--- src/rtl/prog_loader.sv ---
// prog_loader: streams a byte program into instruction memory as 16-bit
// words, then releases the core from reset; halt sends it back to IDLE.
//
// Ports:
//   clk, rst        clock, synchronous active-low reset
//   ld_start,ld_len load request and program length in words
//   halt            return to IDLE and hold the core in reset
//   in_data,in_valid,in_ready   byte stream handshake
//   im_we,im_waddr,im_wdata     instruction memory write port
//   core_rst_n      core reset (active-low)
//   busy,done,err   status: loading, running, sticky length error
module prog_loader #(
  parameter int MAX_WORDS = 128
) (
  input  logic        clk,
  input  logic        rst,
  input  logic        ld_start,
  input  logic [7:0]  ld_len,
  input  logic        halt,
  input  logic [7:0]  in_data,
  input  logic        in_valid,
  output logic        in_ready,
  output logic        im_we,
  output logic [7:0]  im_waddr,
  output logic [15:0] im_wdata,
  output logic        core_rst_n,
  output logic        busy,
  output logic        done,
  output logic        err
);

  typedef enum logic [2:0] {
    IDLE,
    LO,
    HI,
    WRITE,
    RUN
  } state_t;

  state_t      state;
  logic [6:0]  wcnt;
  logic [7:0]  len;
  logic [7:0]  lo;
  logic        len_ok;
  logic        last;

  assign len_ok = (32'(ld_len) <= MAX_WORDS);
  assign last   = (({1'b0, wcnt} + 8'd1) == len);

  always_ff @(posedge clk) begin
    if (!rst) begin
      state    <= IDLE;
      wcnt     <= '0;
      len      <= '0;
      lo       <= '0;
      im_waddr <= '0;
      im_wdata <= '0;
      err      <= 1'b0;
    end else if (halt && state != IDLE) begin
      // halt wins over any handshake or write this cycle;
      // a half-assembled word is simply dropped
      state <= IDLE;
    end else begin
      unique case (state)
        IDLE: begin
          if (ld_start) begin
            if (ld_len == 8'd0) begin
              err   <= 1'b0;
              state <= RUN;
            end else if (len_ok) begin
              err   <= 1'b0;
              wcnt  <= '0;
              len   <= ld_len;
              state <= LO;
            end else begin
              err <= 1'b1;
            end
          end
        end
        LO: begin
          if (in_valid) begin
            lo    <= in_data;
            state <= HI;
          end
        end
        HI: begin
          if (in_valid) begin
            im_wdata <= {in_data, lo};
            im_waddr <= {wcnt, 1'b0};
            state    <= WRITE;
          end
        end
        WRITE: begin
          wcnt  <= wcnt + 7'd1;
          state <= last ? RUN : LO;
        end
        RUN: begin
          state <= RUN;
        end
        default: state <= IDLE;
      endcase
    end
  end

  assign in_ready   = (state == LO) || (state == HI);
  assign busy       = (state == LO) || (state == HI) || (state == WRITE);
  assign done       = (state == RUN);
  assign core_rst_n = (state == RUN);
  // the strobe is masked by halt so a halt seen in WRITE commits nothing
  assign im_we      = (state == WRITE) && !halt;

endmodule

--- config.mk ---
export PLATFORM = sky130hd
export DESIGN_NAME = prog_loader
export DESIGN_NICKNAME = d
export VERILOG_FILES = /design/src/rtl/prog_loader.sv
export SDC_FILE = /design/constraint.sdc
export NUM_CORES = 1
export LEC_CHECK = 0
export CAP_MARGIN = 20
export CORE_MARGIN = 2
export CORE_UTILIZATION = 30
export CTS_CLUSTER_DIAMETER = 50
export CTS_CLUSTER_SIZE = 24
export DETAILED_ROUTE_END_ITERATION = 8
export GPL_TIMING_DRIVEN = 0
export PLACE_DENSITY_LB_ADDON = 0.05
export RECOVER_POWER = 50
export SETUP_SLACK_MARGIN = 0.15
export SLEW_MARGIN = 15
export SYNTH_ARGS = -nofsm -noshare
export SYNTH_HDL_FRONTEND = slang
export SYNTH_SLANG_ARGS = --single-unit
--- constraint.sdc ---
create_clock -name clk -period 2.8 [get_ports clk]
set_input_delay 0.56 -clock clk [delete_from_list [all_inputs] [get_ports clk]]
set_output_delay 0.56 -clock clk [all_outputs]
set_load 0.01 [all_outputs]
==> run metrics, run 1 <==
VDD IR-drop max 0.000271 V; Post-synth EDFFs 0; sequential power share 0.497; Synth cell types 45; 1st-iter DRT viols 96; Post-CTS Hold Buffers 0; IO Pins 51; TritonCTS Sinks 50; gpl congestion 0.818; vias in the first global route 1955; die height 91.0 µm; Net Sw Power 0.000383 W; Filler Cells Inserted slightly above 800; internal power around 0.0011 W; Inserted Clock Buffers 5; CTS tree built; CTS H-tree depth 2; HPWL Detailed between 4 and 5 mm; Core Region roughly 0.0073 mm²; CTS clk-pin slew, worst paths approximately 0.11 ns; CP max FO 7; endpoints failing hold 0; Synth Register Bits 50; Switching Share 0.259; Remaining Overflow, GRT 0; die width 91.0 µm; top_reg_cell synth dfxtp_1; Slew Limit Headroom 0.578; Comb pwr share 0.139; Final setup viols 0; status complete, no violations; final worst path period share 0.914; synth top area cells dfxtp_1 44%, nand2_1 10%, mux2i_1 7.1%, a21oi_1 6.6%, nor2_1 4.8%; CTS Root Buffer Type clkbuf_8; clock power share 0.364; crit path kind input pin to register; Async S/R FF share, synth 0; post-synthesis cell area roughly 0.0023 mm²; fin util 0.411; sequential-to-total area share from yosys stat 0.441; Min-Delay Path Class register to register; RSZ-0062 raised after global routing yes; initial antenna violation count 0; Max-Cap Viols 0; Rows 31; die area 0.00827 mm²; post-synthesis cell count 281; Critical Path RT between 2 and 3 ns; maximum clock frequency 391 MHz; post-synthesis net count 303; Worst setup EP type register; top post-synthesis cells by count 61 x nand2_1, 50 x dfxtp_1, 30 x a21oi_1; startpoint types input pin; Avg Cell Area, Syn 8.07 µm²; Post-CTS Setup Inserts 0; Synth top area share 0.441; share of post-route cells with drive strength above 1 0.0621; drt drc 0; port bufs 49; pins over their slew limit 0; largest net degree at the start of global routing 18; total power 0.00148 W; flip-flop and latch area 0.00100 mm²; clock skew 0.0102 ns; first-pass GRT wire length 9.72 mm; P_leak 1.19 nW; Initial Util 0.311; crit path time final 2.56 ns; vias between 2000 and 2500; cell taking the most area after synthesis dfxtp_1; diodes inserted 0; count leader, synth nand2_1; Routed Antenna Nets 0; WP data arrival 2.73 ns; CTS Buffer Depth 2; drt wl/cell 13.4 µm; multi-input logic area 0.00115 mm²; Detailed Routing Iterations Pass 1 4; area delta synth->final 32.1%; total wire length 5.85 mm; Worst Max-Slew Pin Slew between 0.6 and 0.7 ns; Final #Nets 359; drt via density between 4 and 5; Clock Latency Late Sink 0.31 ns; gr usage total 0.144; YS warnings 0; PD cells 494 mW/mm²
## sequential cells by signal (all words and copies together) (netlist names)
signal	cells
im_wdata	16
wcnt	7
lo	8
err	1
im_waddr	7
state	3
len	8
## power groups by stage
stage | sequential [W] | clock, W | combinational [W]
floorplan | 0.000752 | 0 | 0.000125
global placement | 0.000753 | 0 | 0.000209
detailed placement | 0.000753 | 0 | 0.000208
CTS | 0.000737 | 0.000557 | 0.000210
global route | 0.000739 | 0.000583 | 0.000228
finish | 0.000736 | 0.000539 | 0.000206
## worst paths after layout
path                                   from                        end  slack, ns  cells after the start
hold reg to reg   im_wdata[10]$_SDFFE_PN0P_  im_wdata[10]$_SDFFE_PN0P_       0.46                      2
setup reg to reg      state[0]$_SDFFE_PP0P_        len[3]$_SDFFE_PN0P_       0.74                      7
hold / removal    im_wdata[10]$_SDFFE_PN0P_  im_wdata[10]$_SDFFE_PN0P_       0.46                      2
setup / recovery                  ld_len[3]        len[3]$_SDFFE_PN0P_       0.24                      7
## worst max-delay path, stage by stage
cell             delay (ns)
clkdlybuf4s50_1        0.42
or4_1                  0.62
nor3_1                 0.45
or3_1                  0.17
buf_2                  0.24
mux2i_1                0.21
nor2_1                 0.06
## layout by cell type (no fill, tap or decap), types with 4 or more instances in the layout
cell and n:
nand2_1 60, o21ai_0 12, dlygate4sd3_1 25, inv_1 6
a21oi_1 30, xnor2_1 5, dfxtp_1 50, nor3_1 6
clkdlybuf4s50_1 24, a31oi_1 4, clkbuf_8 5, nor2_1 29
mux2i_1 16, clkbuf_1 12
## per-stage QoR
step                hold WS, ns  TNS (ns)  setup WS, ns  area (µm²)  cells
global placement          0.439   -0.0680       -0.0155        2880    429
CTS                       0.454         0         0.178        3000    437
detailed placement        0.447   -0.0179      -0.00937        2880    429
floorplan                 0.432         0         0.610        2270    281
finish                    0.457         0         0.242        3000    437
global route              0.477         0         0.111        3000    437
## metal layers
metal,global-route usage,up-vias,share of wire
li1,-,1068,-
met1,0.214,958,0.52
met2,0.206,46,0.43
met3,0.0373,4,0.048
met4,0.0379,0,0.0061
met5,0,-,0
## final cells by class
cell class,instances,share of cell area
plain buffers,19,0.0284
well taps,99,0.0413
clock inverters,3,0.0163
repair buffers,49,0.164
clock buffers,5,0.0230
inverters,7,0.00877
multi-input cells,205,0.385
flip-flops and latches,50,0.334
## cell families after synthesis
family          after synthesis  share of synthesized area
compound gates               63                      0.174
xor+xnor                      7                     0.0331
fa+ha+maj                     1                    0.00551
buf+inv                      26                     0.0469
flops                        50                      0.441
mux                          16                     0.0706
other cells                   1                    0.00165
simple gates                117                      0.227
## repair_timing
action | 4_1_cts | 5_1_grt
cloned | 0 | 0
hold endpoints to repair | 0 | 0
setup endpoints to repair | 1 | 2
gates resized for setup | 3 | 4
No activity file was read; power rests on OpenSTA's default activity.
==> run 2, diff against run 1 <==
- CAP_MARGIN: 20 -> 25
==> results of run 2 <==
No change in the layout: final DEF, timing and power equal those of run 1.
==> patch, RTL diff (settings of run 2) <==
Reset style: asynchronous (`rst`), changed in one clocked block. Comments in the files are not updated.
--- a/src/rtl/prog_loader.sv
+++ b/src/rtl/prog_loader.sv
@@ -49,3 +49,3 @@
 
-  always_ff @(posedge clk) begin
+  always_ff @(posedge clk or negedge rst) begin
     if (!rst) begin
Behaviour: differs if rst is asserted again (counterexample within 4 cycles, from zero or initial values and one cycle with rst low); with rst held inactive, the same outputs for 10 cycles.
==> patch against run 2 <==
  * Non-clock buffer count down 11
  * Die area up 2.8%
  * Synthesized area up 2.9%
  * Via count down 18%
  * Register-to-register slack better by 110 ps
  * Final area up 3.0%
  * Sequential share of layout area up 7.1 points
  * Final cell count down 18%
  * Sequential cell count unchanged
  * Wire length down 14%
  * Worst setup slack better by 170 ps
Power is not compared: it rests on default switching activity, and its combinational part moved more than twofold at a synthesized area within 25%.
==> patch: results (changes against run 2) <==
Outcome
  – Status: finished, final reports clean (unchanged)

Detailed routing
  – 1st-iter DRT viols: 84 (was 96)
  – Via count: 1696 (was 2076)
  – Drt total wl: 5046 µm (was 5854 µm)

Logic synthesis
  – Mean Syn Cell Area: 11.85 µm² (was 8.073 µm²)
  – Synth Instances: 197 (was 281)
  – Synthesized Nets: 219 (was 303)
  – Asr flop ratio synth: 100.0% (was 0%)
  – Synth top area cells: dfrtp_1 (54%), mux2_2 (17%), o21ai_0 (2.6%) (was dfxtp_1 (44%), nand2_1 (10%), mux2i_1 (7.1%))
  – Post-synth top cells: dfrtp_1 (50), mux2_2 (36), o21ai_0 (12), a21oi_1 (11), nand2_1 (10) (was nand2_1 (61), dfxtp_1 (50), a21oi_1 (30), nor2_1 (29))
  – Yosys cell types: 41 (was 45)
  – Seq/Total Area, Yosys: 53.59% (was 44.13%)

Setup path
  – CP peak stage delay: 520 ps (was 620 ps)
  – Crit Reg-Reg Startpoint: wcnt[0] (was state[0])
  – Critical path fanouts, max: 7 (unchanged)
  – Worst reg-to-reg path cell count: 6 (was 7)
  – Crit path max-delay cell type: clkdlybuf4s50_1 (was or4_1)
  – Critical path endpoint: done (was len[3])
  – Critical Path Start: state[0] (was ld_len[3])
  – Top delay family on crit path: buffers and inverters (was simple AND/OR/NAND/NOR gates)
  – Reg2reg end: state[0] (was len[3])

Final layout
  – CLK BUF: 7 (was 5)
  – Signal buf overhead: 17.18% (was 19.21%)
  – Final instance count without filler cells: 357 (was 437)
  – Area of the multi-input gates: 1054 µm² (was 1152 µm²)
  – Signal buffers: 57 (was 68)
  – Area Overhead vs Synth: 32.26% (was 32.10%)
  – Inverters: 4 (was 7)
  – Layout cell share with drive strength beyond 1: 23.14% (was 6.213%)
  – Fill count: 778 (was 817)
  – Register share of the cell area: 40.52% (was 33.40%)
  – Top Registers: im_wdata x16, len x8, lo x8 (unchanged)
  – Multi-input combinational gate total: 136 (was 205)

Hold path
  – Worst hold path startpoint: err (was im_wdata[10])
  – Hold EP: err (was im_wdata[10])

Clock tree
  – Clock transition at the registers of the reported paths: 90 ps (was 110 ps)

Timing
  – Relative slew margins: 16.58% (was 57.77%)
  – Fmax achieved: 0.4185 GHz (was 0.3909 GHz)
  – Final Skew: 7.774 ps (was 10.23 ps)
  – Final hold slack: 491.5 ps (was 457.0 ps)

Placement
  – DP Wirelength: 3659 µm (was 4314 µm)
  – Pre-CTS setup slack: -159.4 ps (was -9.367 ps)
  – RePlAce Congestion: 0.7167 (was 0.8178)
  – Inst Count DP: 348 (was 429)
  – Placed instance area: 2950 µm² (was 2883 µm²)

Global routing
  – First-pass GRT wire length: 8314 µm (was 9722 µm)
  – GRT Total Usage: 12.39% (was 14.43%)
  – Pin count of the biggest net entering global routing: 51 (was 18)
-- patch: cell count changes after synthesis, sizes merged, moves of 12 or more --
cell	change
nor2	-21
a21oi	-18
dfxtp	-50
nand2	-51
dfrtp	+50
mux2	+36
mux2i	-16
clkbuf	-12
-- patch: what timing repair did --
item / CTS / global route
gates resized for setup: 6 / 1
buffers inserted: 0 / 1
setup endpoints to repair: 1 / 1
pin swaps: 0 / 1
-- patch: metal layers --
layer	up-vias	track usage [%]	part of all wire, %
met5	-	0	0
met4	0	3.731	0.97
met3	6	4.108	5.4
met2	29	19.61	47
met1	839	16.15	46
li1	822	-	-
-- patch: cell families after synthesis --
group | Yosys count | share of synthesized area (%)
AND/OR/NAND/NOR | 53 | 12.97
buffers and inverters | 11 | 2.143
XOR/XNOR | 6 | 2.251
flip-flops | 50 | 53.59
other | 1 | 0.1606
adder cells (fa/ha/maj) | 1 | 0.5358
AO/OA/AOI/OAI | 39 | 10.99
multiplexers | 36 | 17.36
